`config.mk`:
```
export PLATFORM = sky130hd
export DESIGN_NAME = card_shuffle_gen_flat
export DESIGN_NICKNAME = d
export VERILOG_FILES = /design/src/rtl/card_shuffle_gen_if.sv /design/src/rtl/card_shuffle_gen.sv /design/src/flat_wrapper.sv
export SDC_FILE = /design/constraint.sdc
export NUM_CORES = 1
export LEC_CHECK = 0
export CELL_PAD_IN_SITES_DETAIL_PLACEMENT = 0
export CELL_PAD_IN_SITES_GLOBAL_PLACEMENT = 1
export CORE_ASPECT_RATIO = 0.6
export CORE_UTILIZATION = 50
export DETAILED_ROUTE_END_ITERATION = 10
export PLACE_DENSITY_LB_ADDON = 0.1
export SLEW_MARGIN = 10
export SYNTH_ARGS = -nofsm -noshare
export SYNTH_HDL_FRONTEND = slang
export SYNTH_SLANG_ARGS = --single-unit
```
`constraint.sdc`:
```
create_clock -name clk -period 7.6 [get_ports clk]
set_input_delay 1.52 -clock clk [delete_from_list [all_inputs] [get_ports clk]]
set_output_delay 1.52 -clock clk [all_outputs]
set_load 0.02 [all_outputs]
```
`src/rtl/card_shuffle_gen_if.sv`:
```
// Request/stream bundle for card_shuffle_gen.
// The seed field exists only when CARD_SHUFFLE_SEED_EN is defined.
interface card_shuffle_gen_if #(
    parameter int ADDR_W  = 4,
    parameter int COLOR_W = 3,
    parameter int STATE_W = 2
);
    logic                       enable;
    logic [ADDR_W:0]            num_of_cards;
`ifdef CARD_SHUFFLE_SEED_EN
    logic [15:0]                seed;
`endif
    logic                       busy;
    logic                       computed_valid;
    logic [ADDR_W-1:0]          computed_address;
    logic [COLOR_W+STATE_W-1:0] computed_data;
    logic                       done;

    // Requester side: starts a deck build and receives the card stream.
    modport master (
`ifdef CARD_SHUFFLE_SEED_EN
        output seed,
`endif
        output enable, num_of_cards,
        input  busy, computed_valid, computed_address, computed_data, done
    );

    // Generator side.
    modport slave (
`ifdef CARD_SHUFFLE_SEED_EN
        input  seed,
`endif
        input  enable, num_of_cards,
        output busy, computed_valid, computed_address, computed_data, done
    );
endinterface

```
`src/rtl/card_shuffle_gen.sv`:
```
// card_shuffle_gen: builds a shuffled deck of colour pairs and streams it out.
// Fill buffer with 0,0,1,1,..; Fisher-Yates shuffle driven by a 16-bit LFSR;
// then one {colour, HIDDEN} word per cycle.
// Optional feature macro: CARD_SHUFFLE_SEED_EN (adds a seed load on start).
//
// state     | meaning
// ----------+-----------------------------------------------------------
// S_IDLE    | waiting for enable; LFSR free-runs
// S_FILL    | writing buf[k] = k>>1 for k = 0..n-1
// S_SHUFFLE | i = n-1 down to 1; draw j, retry while j > i, else swap
// S_OUT     | strobing buf[0..n-1] out, one card per cycle
// S_FINISH  | last state before the done pulse
module card_shuffle_gen #(
    parameter int MAX_CARDS = 16,
    parameter int ADDR_W    = 4,
    parameter int COLOR_W   = 3,
    parameter int STATE_W   = 2
) (
    input  logic               clk,
    input  logic               rst,
    card_shuffle_gen_if.slave  bus
);
    localparam int              N_W        = ADDR_W + 1;
    localparam logic [N_W-1:0]  N_MAX      = N_W'(MAX_CARDS);
    localparam logic [15:0]     LFSR_INIT  = 16'hACE1;

    typedef enum logic [2:0] {
        S_IDLE,
        S_FILL,
        S_SHUFFLE,
        S_OUT,
        S_FINISH
    } state_t;

    state_t                      state_q, state_d;
    logic [15:0]                 lfsr_q, lfsr_d;
    logic [N_W-1:0]              n_q, n_d;
    logic [ADDR_W-1:0]           cnt_q, cnt_d;
    logic                        busy_q, busy_d;
    logic                        valid_q, valid_d;
    logic [ADDR_W-1:0]           addr_q, addr_d;
    logic [COLOR_W+STATE_W-1:0]  data_q, data_d;
    logic                        done_q, done_d;

    logic [COLOR_W-1:0]          buf_q [MAX_CARDS];

    logic [15:0]                 lfsr_step;
    logic [N_W-1:0]              n_req;
    logic [N_W-1:0]              n_clamp;
    logic [N_W-1:0]              n_last;
    logic                        cnt_last;
    logic                        start;
    logic [ADDR_W-1:0]           j_idx;
    logic                        swap_ok;
    logic                        fill_we;
    logic                        swap_we;

    // Smallest all-ones value covering v: smear the top set bit downwards.
    function automatic logic [ADDR_W-1:0] cover_mask(input logic [ADDR_W-1:0] v);
        logic [ADDR_W-1:0] m;
        m = v;
        for (int s = 1; s < ADDR_W; s++) begin
            m = m | (v >> s);
        end
        return m;
    endfunction

    assign lfsr_step = {lfsr_q[14:0], lfsr_q[15] ^ lfsr_q[13] ^ lfsr_q[12] ^ lfsr_q[10]};

    // Odd requests drop to the next even size; oversize requests fill the buffer.
    assign n_req    = bus.num_of_cards & ~N_W'(1);
    assign n_clamp  = (n_req > N_MAX) ? N_MAX : n_req;
    assign n_last   = n_q - N_W'(1);
    assign cnt_last = ({1'b0, cnt_q} == n_last);

    // The done cycle still reports busy, so a request landing on it is ignored
    // even though the state register is already back in IDLE.
    assign start    = (state_q == S_IDLE) && bus.enable && !done_q;

    // In SHUFFLE cnt_q is the Fisher-Yates index i.
    assign j_idx    = lfsr_q[ADDR_W-1:0] & cover_mask(cnt_q);
    assign swap_ok  = (j_idx <= cnt_q);

    // State, LFSR and registered outputs.
    always_ff @(posedge clk or negedge rst) begin
        if (!rst) begin
            state_q <= S_IDLE;
            lfsr_q  <= LFSR_INIT;
            n_q     <= '0;
            cnt_q   <= '0;
            busy_q  <= 1'b0;
            valid_q <= 1'b0;
            addr_q  <= '0;
            data_q  <= '0;
            done_q  <= 1'b0;
        end else begin
            state_q <= state_d;
            lfsr_q  <= lfsr_d;
            n_q     <= n_d;
            cnt_q   <= cnt_d;
            busy_q  <= busy_d;
            valid_q <= valid_d;
            addr_q  <= addr_d;
            data_q  <= data_d;
            done_q  <= done_d;
        end
    end

    // Next-state, counter and buffer-strobe logic.
    always_comb begin
        state_d = state_q;
        n_d     = n_q;
        cnt_d   = cnt_q;
        lfsr_d  = lfsr_step;
        fill_we = 1'b0;
        swap_we = 1'b0;

        case (state_q)
            S_IDLE: begin
                if (start) begin
                    n_d     = n_clamp;
                    cnt_d   = '0;
                    state_d = (n_clamp < N_W'(2)) ? S_FINISH : S_FILL;
`ifdef CARD_SHUFFLE_SEED_EN
                    lfsr_d  = (bus.seed == 16'h0000) ? LFSR_INIT : bus.seed;
`endif
                end
            end
            S_FILL: begin
                fill_we = 1'b1;
                if (cnt_last) begin
                    cnt_d   = ADDR_W'(n_last);
                    state_d = S_SHUFFLE;
                end else begin
                    cnt_d = cnt_q + ADDR_W'(1);
                end
            end
            S_SHUFFLE: begin
                if (swap_ok) begin
                    swap_we = 1'b1;
                    if (cnt_q == ADDR_W'(1)) begin
                        cnt_d   = '0;
                        state_d = S_OUT;
                    end else begin
                        cnt_d = cnt_q - ADDR_W'(1);
                    end
                end
            end
            S_OUT: begin
                if (cnt_last) begin
                    cnt_d   = '0;
                    state_d = S_FINISH;
                end else begin
                    cnt_d = cnt_q + ADDR_W'(1);
                end
            end
            S_FINISH: begin
                state_d = S_IDLE;
            end
            default: begin
                state_d = S_IDLE;
            end
        endcase
    end

    // Output words lag the state by one cycle so every output is a flop.
    always_comb begin
        valid_d = (state_q == S_OUT);
        addr_d  = valid_d ? cnt_q : '0;
        data_d  = valid_d ? {buf_q[cnt_q], {STATE_W{1'b0}}} : '0;
        done_d  = (state_q == S_FINISH);
        busy_d  = (state_d != S_IDLE) || (state_q == S_FINISH);
    end

    // Deck storage: fill writes and shuffle swaps; contents need no reset.
    always_ff @(posedge clk) begin
        if (fill_we) begin
            buf_q[cnt_q] <= COLOR_W'(cnt_q >> 1);
        end
        if (swap_we) begin
            buf_q[cnt_q] <= buf_q[j_idx];
            buf_q[j_idx] <= buf_q[cnt_q];
        end
    end

    assign bus.busy             = busy_q;
    assign bus.computed_valid   = valid_q;
    assign bus.computed_address = addr_q;
    assign bus.computed_data    = data_q;
    assign bus.done             = done_q;

endmodule

```
`src/flat_wrapper.sv`:
```
// flat-port wrapper written by rule: the top's interface ports become plain ports
module card_shuffle_gen_flat 
#(
    parameter int MAX_CARDS = 16,
    parameter int ADDR_W    = 4,
    parameter int COLOR_W   = 3,
    parameter int STATE_W   = 2
)
  (clk, rst, bus_enable, bus_num_of_cards, bus_busy, bus_computed_valid, bus_computed_address, bus_computed_data, bus_done);
  card_shuffle_gen_if #(.ADDR_W(ADDR_W), .COLOR_W(COLOR_W), .STATE_W(STATE_W)) bus_i ();
  input  logic clk;
  input  logic rst;
  input wire logic [$bits(bus_i.enable)-1:0] bus_enable;
  input wire logic [$bits(bus_i.num_of_cards)-1:0] bus_num_of_cards;
  output wire logic [$bits(bus_i.busy)-1:0] bus_busy;
  output wire logic [$bits(bus_i.computed_valid)-1:0] bus_computed_valid;
  output wire logic [$bits(bus_i.computed_address)-1:0] bus_computed_address;
  output wire logic [$bits(bus_i.computed_data)-1:0] bus_computed_data;
  output wire logic [$bits(bus_i.done)-1:0] bus_done;
  assign bus_i.enable = bus_enable;
  assign bus_i.num_of_cards = bus_num_of_cards;
  assign bus_busy = bus_i.busy;
  assign bus_computed_valid = bus_i.computed_valid;
  assign bus_computed_address = bus_i.computed_address;
  assign bus_computed_data = bus_i.computed_data;
  assign bus_done = bus_i.done;
  card_shuffle_gen #(.MAX_CARDS(MAX_CARDS), .ADDR_W(ADDR_W), .COLOR_W(COLOR_W), .STATE_W(STATE_W)) u_core (.clk(clk), .rst(rst), .bus(bus_i));
endmodule
```
==> summary.txt, run 1 <==
Outcome
  • Status: complete, no violations

Setup path
  • Max Fanout on Critical Path: 22
  • Crit path cell chain: buf_4 > inv_1 > ha_1 > or3b_4 > and2_4 > inv_1 > ha_1 > inv_1 > a211oi_1 > o21ai_2 > buf_4 > nor4_4 > a31oi_1
  • CP dominant cell by count: inv_1
  • Critical-path top delay cell: nor4_4
  • Setup crit end kind: flop
  • Worst path required time: roughly 7.6 ns
  • Crit path DAT: 5.46 ns
  • Crit-path max cell delay: 0.94 ns
  • WS Path Type: reg2reg
  • CP Launch Type: flop

Global route
  • Number of global-route vias before repair: 3664
  • First-pass GRT wire length: 21800 µm
  • Total congestion overflow: 0
  • Initial antenna violation count: 0
  • GRT Total Usage: 28.2%
  • Largest net degree at the start of global routing: 38

Timing
  • Fmax: 0.185 GHz
  • Max Slew Vio Count: 0
  • Min Tclk post-route: 5.41 ns
  • Slew of the pin with the lowest slew margin: 1.07 ns
  • Fin crit share: 71.2%
  • Setup ws final: 2.19 ns
  • RSZ-0062 raised after global routing: no
  • Finish-stage setup viols: 0
  • Final setup TNS: 0 ns
  • Max transition margin: 28.3%
  • Endpoints failing hold: 0
  • Clk_skew: 0.00986 ns

Pwr
  • Pwr/cell area: ~370 nW/µm²
  • Peak VDD IR: 198 µV
  • Power, Total: 2.08 mW
  • Comb pwr share: 47.1%
  • Int Pwr: around 1.2 mW
  • Net Sw Frac: 42.5%
  • Switching power total: about 0.88 mW
  • Sequential Power Share: 32.4%
  • Clock group share of total power: 20.5%
  • Leakage power: about 2.4 nW

Detailed routing
  • WL met3: 1400 µm
  • Met1 Wirelength: 6940 µm
  • Router iterations before antenna repair: 5
  • WL final: ~14000 µm
  • # DRC: 0
  • Routed Antenna Nets: 0
  • Initial DRC count: around 380
  • WL met2: 5500 µm
  • DR WL/cell: 23.6 µm
  • Vias/cell: 6.51
  • Via count: 3863
  • Highest routed layer: met4

Floorplanning
  • Core Region: 9910 µm²
  • Die height: approximately 80 µm
  • I/O pin total: 20
  • Die W: 133 µm
  • Initial Util: 51.6%
  • Total Die Area: 10700 µm²
  • FP Rows: 28

Place
  • DP Wirelength: 9620 µm
  • PortBufs: 16
  • GPL Wtd Cong: 0.871
  • Area of placed instances: about 5300 µm²
  • Dpl ws: 2.22 ns

Synth
  • Cells after synthesis: 457
  • Post-synth EDFFs: 48
  • Seq/Total Area, Yosys: 46.5%
  • Synth async-reset ratio: 43.5%
  • Synthesis-stage register bit count: between 80 and 90
  • Avg Cell Area, Syn: 11.2 µm²
  • Library cells used by synthesis: 65
  • Synthesized cell area: 5120 µm²
  • Cell taking the most area after synthesis: edfxtp_1
  • Top-area cell type share of the netlist area: approximately 28%
  • Synth top area cells: edfxtp_1 28%, dfrtp_1 14%, mux2i_1 9.4%
  • YS warnings: 0
  • Top FF cell, synth: edfxtp_1

Clocking
  • Cts bufs inserted: 9
  • Resized Gates After CTS: 0
  • Post-CTS Hold Buffers: 0
  • Worst-Skew Late Latency: ~0.35 ns
  • Clock Path Buffers: 2
  • Post-CTS Setup Inserts: 0
  • Root buf cell: clkbuf_16
  • CTS Sinks: between 80 and 90
  • CTS clk-pin slew, worst paths: 0.07 ns
  • H-Tree Depth: 3
  • TritonCTS clock tree: built

Cells and area
  • N_diodes: 0
  • Final instance area: approximately 5600 µm²
  • Most frequent cells in the layout: 48 x mux2i_1, 48 x edfxtp_1, 41 x nand2_1
  • P&R area growth vs syn: 8.92%
  • Layout cells sized above 1: 14.2%
  • Nets: 470

Job
  • Max capacitance violation total: 0

Hold path
  • Worst hold path type: reg2reg
-- state kept, by name, summed over array words and instances, names as in the netlist --
signal / cells
u_core.state_q: 3
u_core.bus.computed_valid: 1
u_core.lfsr_q: 16
u_core.buf_q: 48
u_core.bus.computed_address: 4
u_core.bus.done: 1
u_core.n_q: 4
u_core.bus.computed_data: 3
u_core.cnt_q: 4
u_core.bus.busy: 1
-- worst paths after layout --
check | startpoint | to | slack, ns | depth (start not counted)
setup / recovery | u_core.cnt_q[1]$_DFFE_PN0P_ | u_core.buf_q[15][0]$_DFFE_PP_ | 2.19 | 13
max in group asynchronous | rst | u_core.bus.computed_address[1]$_DFF_PN0_ | 5.81 | 1
hold / removal | u_core.lfsr_q[9]$_DFF_PN0_ | u_core.lfsr_q[10]$_DFF_PN1_ | 0.35 | 0
min in group asynchronous | rst | u_core.n_q[1]$_DFFE_PN0P_ | 1.27 | 1
hold reg to reg | u_core.lfsr_q[9]$_DFF_PN0_ | u_core.lfsr_q[10]$_DFF_PN1_ | 0.35 | 0
setup reg to reg | u_core.cnt_q[1]$_DFFE_PN0P_ | u_core.buf_q[15][0]$_DFFE_PP_ | 2.19 | 13
-- cells in the mapped netlist (2+ instances only) --
cell and number:
o22ai_1 6, nor2_1 30, buf_2 9, o221ai_1 2, a211o_1 3, xnor2_1 5, and3_1 5, nand4_1 6
a31oi_1 16, or3_1 5, clkbuf_1 19, nand4b_1 2, xor2_1 5, a2111oi_0 2, nand3_1 8, buf_4 5
a21o_1 8, nand2_1 41, inv_1 9, edfxtp_1 48, dfrtp_1 29, mux2i_1 48, o21ai_1 3, nor4_1 10
o311a_1 2, a21oi_1 6, or4_1 9, and2_1 5, dfstp_2 8, a211oi_1 5, o21ai_0 24, nand2b_1 4
buf_6 5, nor3_1 5, mux4_2 15, nand3b_1 4, nor2b_1 3, inv_2 3, ha_1 9
-- metal layers --
layer  vias up  GRT usage [%]
met5         -              0
met4         0           6.21
met3        15           8.90
met2       196           37.8
met1      1926           43.4
li1       1726              -
-- through the flow --
stage	util, %	hold WS [ns]	cells
2_1_floorplan	-	0.331	458
3_3_place_gp	53.4	0.335	577
3_5_place_dp	53.4	0.343	577
4_1_cts	56.2	0.357	593
5_1_grt	56.2	0.359	593
6_report	56.2	0.354	593
-- worst max-delay path, delay by kind of cell, from the launching register on --
kind                       cells  cell delay (ns)
DFF                            1             0.36
and+or+nand+nor                3             1.68
adders and majority gates      2             0.65
AOI/OAI and AO/OA              3             1.19
buffers and inverters          5             1.20
-- power groups by stage --
| stage | Sequential (mW) | Clock, mW | Combinational [mW] |
|---|---|---|---|
| 6_report | 0.674 | 0.426 | 0.980 |
| 3_5_place_dp | 0.679 | 0 | 0.969 |
| 5_1_grt | 0.683 | 0.444 | 1.06 |
| 4_1_cts | 0.672 | 0.432 | 0.970 |
| 2_1_floorplan | 0.676 | 0 | 0.664 |
| 3_3_place_gp | 0.679 | 0 | 0.948 |
-- logic make-up after synthesis --
family,after synthesis,share of synthesized area (%)
AND/OR/NAND/NOR,145,15.2
AO/OA/AOI/OAI,94,13.4
flip-flops,85,46.5
multiplexers,63,16.0
buffers and inverters,50,4.99
XOR/XNOR,10,1.71
adder cells (fa/ha/maj),9,2.20
other,1,0.0733
-- layout make-up --
type / instances / area (µm²)
tap: 135 / 169
inverter: 12 / 45.0
clock inverter: 6 / 43.8
sequential: 85 / 2380
multi-input combinational: 323 / 2500
timing repair buffer: 22 / 200
clock buffer: 10 / 239
fill: 869 / 4340
Note: power is estimated with default switching activity, not from simulation.
==> run 2, diff against run 1 <==
==> constraint.sdc (replaced) <==
create_clock -name clk -period 5.5 [get_ports clk]
set_input_delay 1.1 -clock clk [delete_from_list [all_inputs] [get_ports clk]]
set_output_delay 1.1 -clock clk [all_outputs]
set_load 0.02 [all_outputs]
==> run 2 against run 1 <==
  * Count of clock-buffer cells in the layout stayed put
  * Design area up 0.70%
  * Hold slack lost 0.0023 ns
  * Critical path depth shrank 3
  * Clock skew fell by 0.0031 ns
  * Die area is the same
  * Routed wire length grew 1.5%
  * Largest power group unchanged
  * Highest routed layer unchanged
==> summary.txt, run 2 (synthesized netlist as in run 1, its figures left out) <==
Outcome
  • Status: complete, no violations

Cells and area
  • Layout cells sized above 1: 14.6%
  • Largest registers: u_core.buf_q x48, u_core.lfsr_q x16
  • Fillers: 839
  • Nets: between 400 and 500
  • P&R area growth vs syn: 9.68%
  • N_diodes: 0
  • Most frequent cells in the layout: 48 x mux2i_1, 48 x edfxtp_1, 41 x nand2_1
  • Max reg flops: 48
  • Largest Register: u_core.buf_q
  • Final core utilization: 56.6%

Timing
  • Finish-stage setup viols: 0
  • RSZ-0062 raised after global routing: no
  • Fmax: 0.231 GHz
  • Max transition margin: 25.7%
  • Min Tclk post-route: around 4.3 ns
  • Final setup TNS: 0 ns
  • Endpoints failing hold: 0
  • Max Slew Vio Count: 0
  • Fin crit share: between 70% and 80%
  • Slew of the pin with the lowest slew margin: 1.11 ns
  • Final hold slack: 0.351 ns
  • Clk_skew: 0.00678 ns

Pwr
  • Peak VDD IR: around 250 µV
  • Leakage power: 2.39 nW
  • Pwr/cell area: 523 nW/µm²
  • Power, Total: 2.94 mW

Clocking
  • Resized Gates After CTS: 0
  • Post-CTS Setup Inserts: 0
  • CTS clk-pin slew, worst paths: around 0.070 ns
  • Post-CTS Hold Buffers: 0
  • CTS Sinks: 85
  • Worst-Skew Late Latency: 0.35 ns
  • Root buf cell: clkbuf_16
  • Clock Path Buffers: 2
  • TritonCTS clock tree: built
  • Cts bufs inserted: 9
  • H-Tree Depth: 3

Setup path
  • WS Path Type: reg2reg
  • Max Fanout on Critical Path: 33
  • Crit path DAT: 4.37 ns
  • Buffer and inverter count on the worst path: 2
  • Worst path required time: roughly 5.5 ns
  • Setup crit end kind: flop
  • Crit-path max cell delay: 0.66 ns
  • Critical-path top delay cell: dfrtp_1
  • CP top delay family: compound AO/OA/AOI/OAI gates
  • CP Launch Type: flop
  • Crit path cell chain: o31ai_4 > buf_4 > inv_2 > ha_1 > nand3_1 > o221ai_1 > o21ai_2 > nand2_1 > o21ai_0 > a31oi_1
  • Reg-to-reg setup timing slack: 1.17 ns

Place
  • PortBufs: 16
  • GPL Wtd Cong: 0.862
  • DP Wirelength: approximately 9600 µm

Global route
  • First-pass GRT wire length: approximately 22000 µm
  • Met1 GRT Util: between 40% and 50%
  • Initial antenna violation count: 0
  • M2 GR Usage: slightly below 40%
  • Largest net degree at the start of global routing: 38
  • GRT busiest layer: met1
  • Total congestion overflow: 0
  • Number of global-route vias before repair: 3693
  • Met3 Usage GRT: between 7 and 8%
  • GRT Total Usage: ~29%

Job
  • Max capacitance violation total: 0

Detailed routing
  • Routed Antenna Nets: 0
  • Via count: 3926
  • Initial DRC count: 383
  • WL final: 14200 µm
  • Router iterations before antenna repair: 4
  • # DRC: 0
  • DR WL/cell: 23.9 µm
  • Vias/cell: 6.60

Floorplanning
  • I/O pin total: 20
  • Die W: 133 µm
  • Core Region: 9910 µm²
  • Initial Util: 51.6%
  • Total Die Area: 10700 µm²
  • Die height: 80.4 µm
  • FP Rows: 28

Hold path
  • Worst hold path type: reg2reg
[run 2: cell types whose count changed in the layout (fill, tap and decap cells not counted), sizes merged]
cell / previous run / this run
clkinv: 2 / 1
clkinvlp: 1 / 0
inv: 15 / 16
buf: 7 / 9
bufinv: 0 / 1
[run 2: per-stage QoR]
step | cells | instance area (µm²) | setup slack, ns
after floorplan | 458 | 5120 | 1.20
after global placement | 579 | 5310 | 1.30
after detailed placement | 579 | 5310 | 1.31
after CTS | 595 | 5610 | 1.30
after global routing | 595 | 5610 | 0.865
final | 595 | 5610 | 1.17
[run 2: final timing paths]
kind,from,endpoint,depth (start not counted)
max in group asynchronous,rst,u_core.lfsr_q[1]$_DFF_PN0_,1
worst max-delay path,u_core.cnt_q[3]$_DFFE_PN0P_,u_core.buf_q[4][0]$_DFFE_PP_,10
min in group asynchronous,rst,u_core.n_q[3]$_DFFE_PN0P_,1
worst max register to register,u_core.cnt_q[3]$_DFFE_PN0P_,u_core.buf_q[4][0]$_DFFE_PP_,10
worst min-delay path,u_core.lfsr_q[9]$_DFF_PN0_,u_core.lfsr_q[10]$_DFF_PN1_,0
worst min register to register,u_core.lfsr_q[9]$_DFF_PN0_,u_core.lfsr_q[10]$_DFF_PN1_,0
[run 2: area by class of cell]
cell class                      count  area [µm²]  share of cell area, %
Inverter                           12        45.0                  0.802
Clock inverter                      6        67.6                   1.20
Timing Repair Buffer               24         215                   3.83
Multi-Input combinational cell    323        2500                   44.5
Sequential cell                    85        2380                   42.4
Clock buffer                       10         239                   4.26
Tap cell                          135         169                   3.01
[run 2: worst reg2reg max path, delay by kind of cell, from the launching register on]
| family | cells | cell delay [ns] |
|---|---|---|
| adder cells (fa/ha/maj) | 1 | 0.37 |
| AND/OR/NAND/NOR | 2 | 0.69 |
| AO/OA/AOI/OAI | 5 | 1.53 |
| flip-flops | 1 | 0.66 |
| buffers and inverters | 2 | 0.78 |
[run 2: power by group]
part	internal [mW]	leakage [nW]	switching [mW]	total (mW)
Clock	0.369	0.154	0.261	0.630
Combinational	0.488	1.33	0.877	1.36
Sequential	0.849	0.904	0.0941	0.943
Total	1.70	2.39	1.23	2.94
[run 2: per-layer routing]
layer,part of all wire [%],wire length [µm]
met1,50,7060
met2,40,5630
met3,9.4,1330
met4,1.3,183
met5,0,0
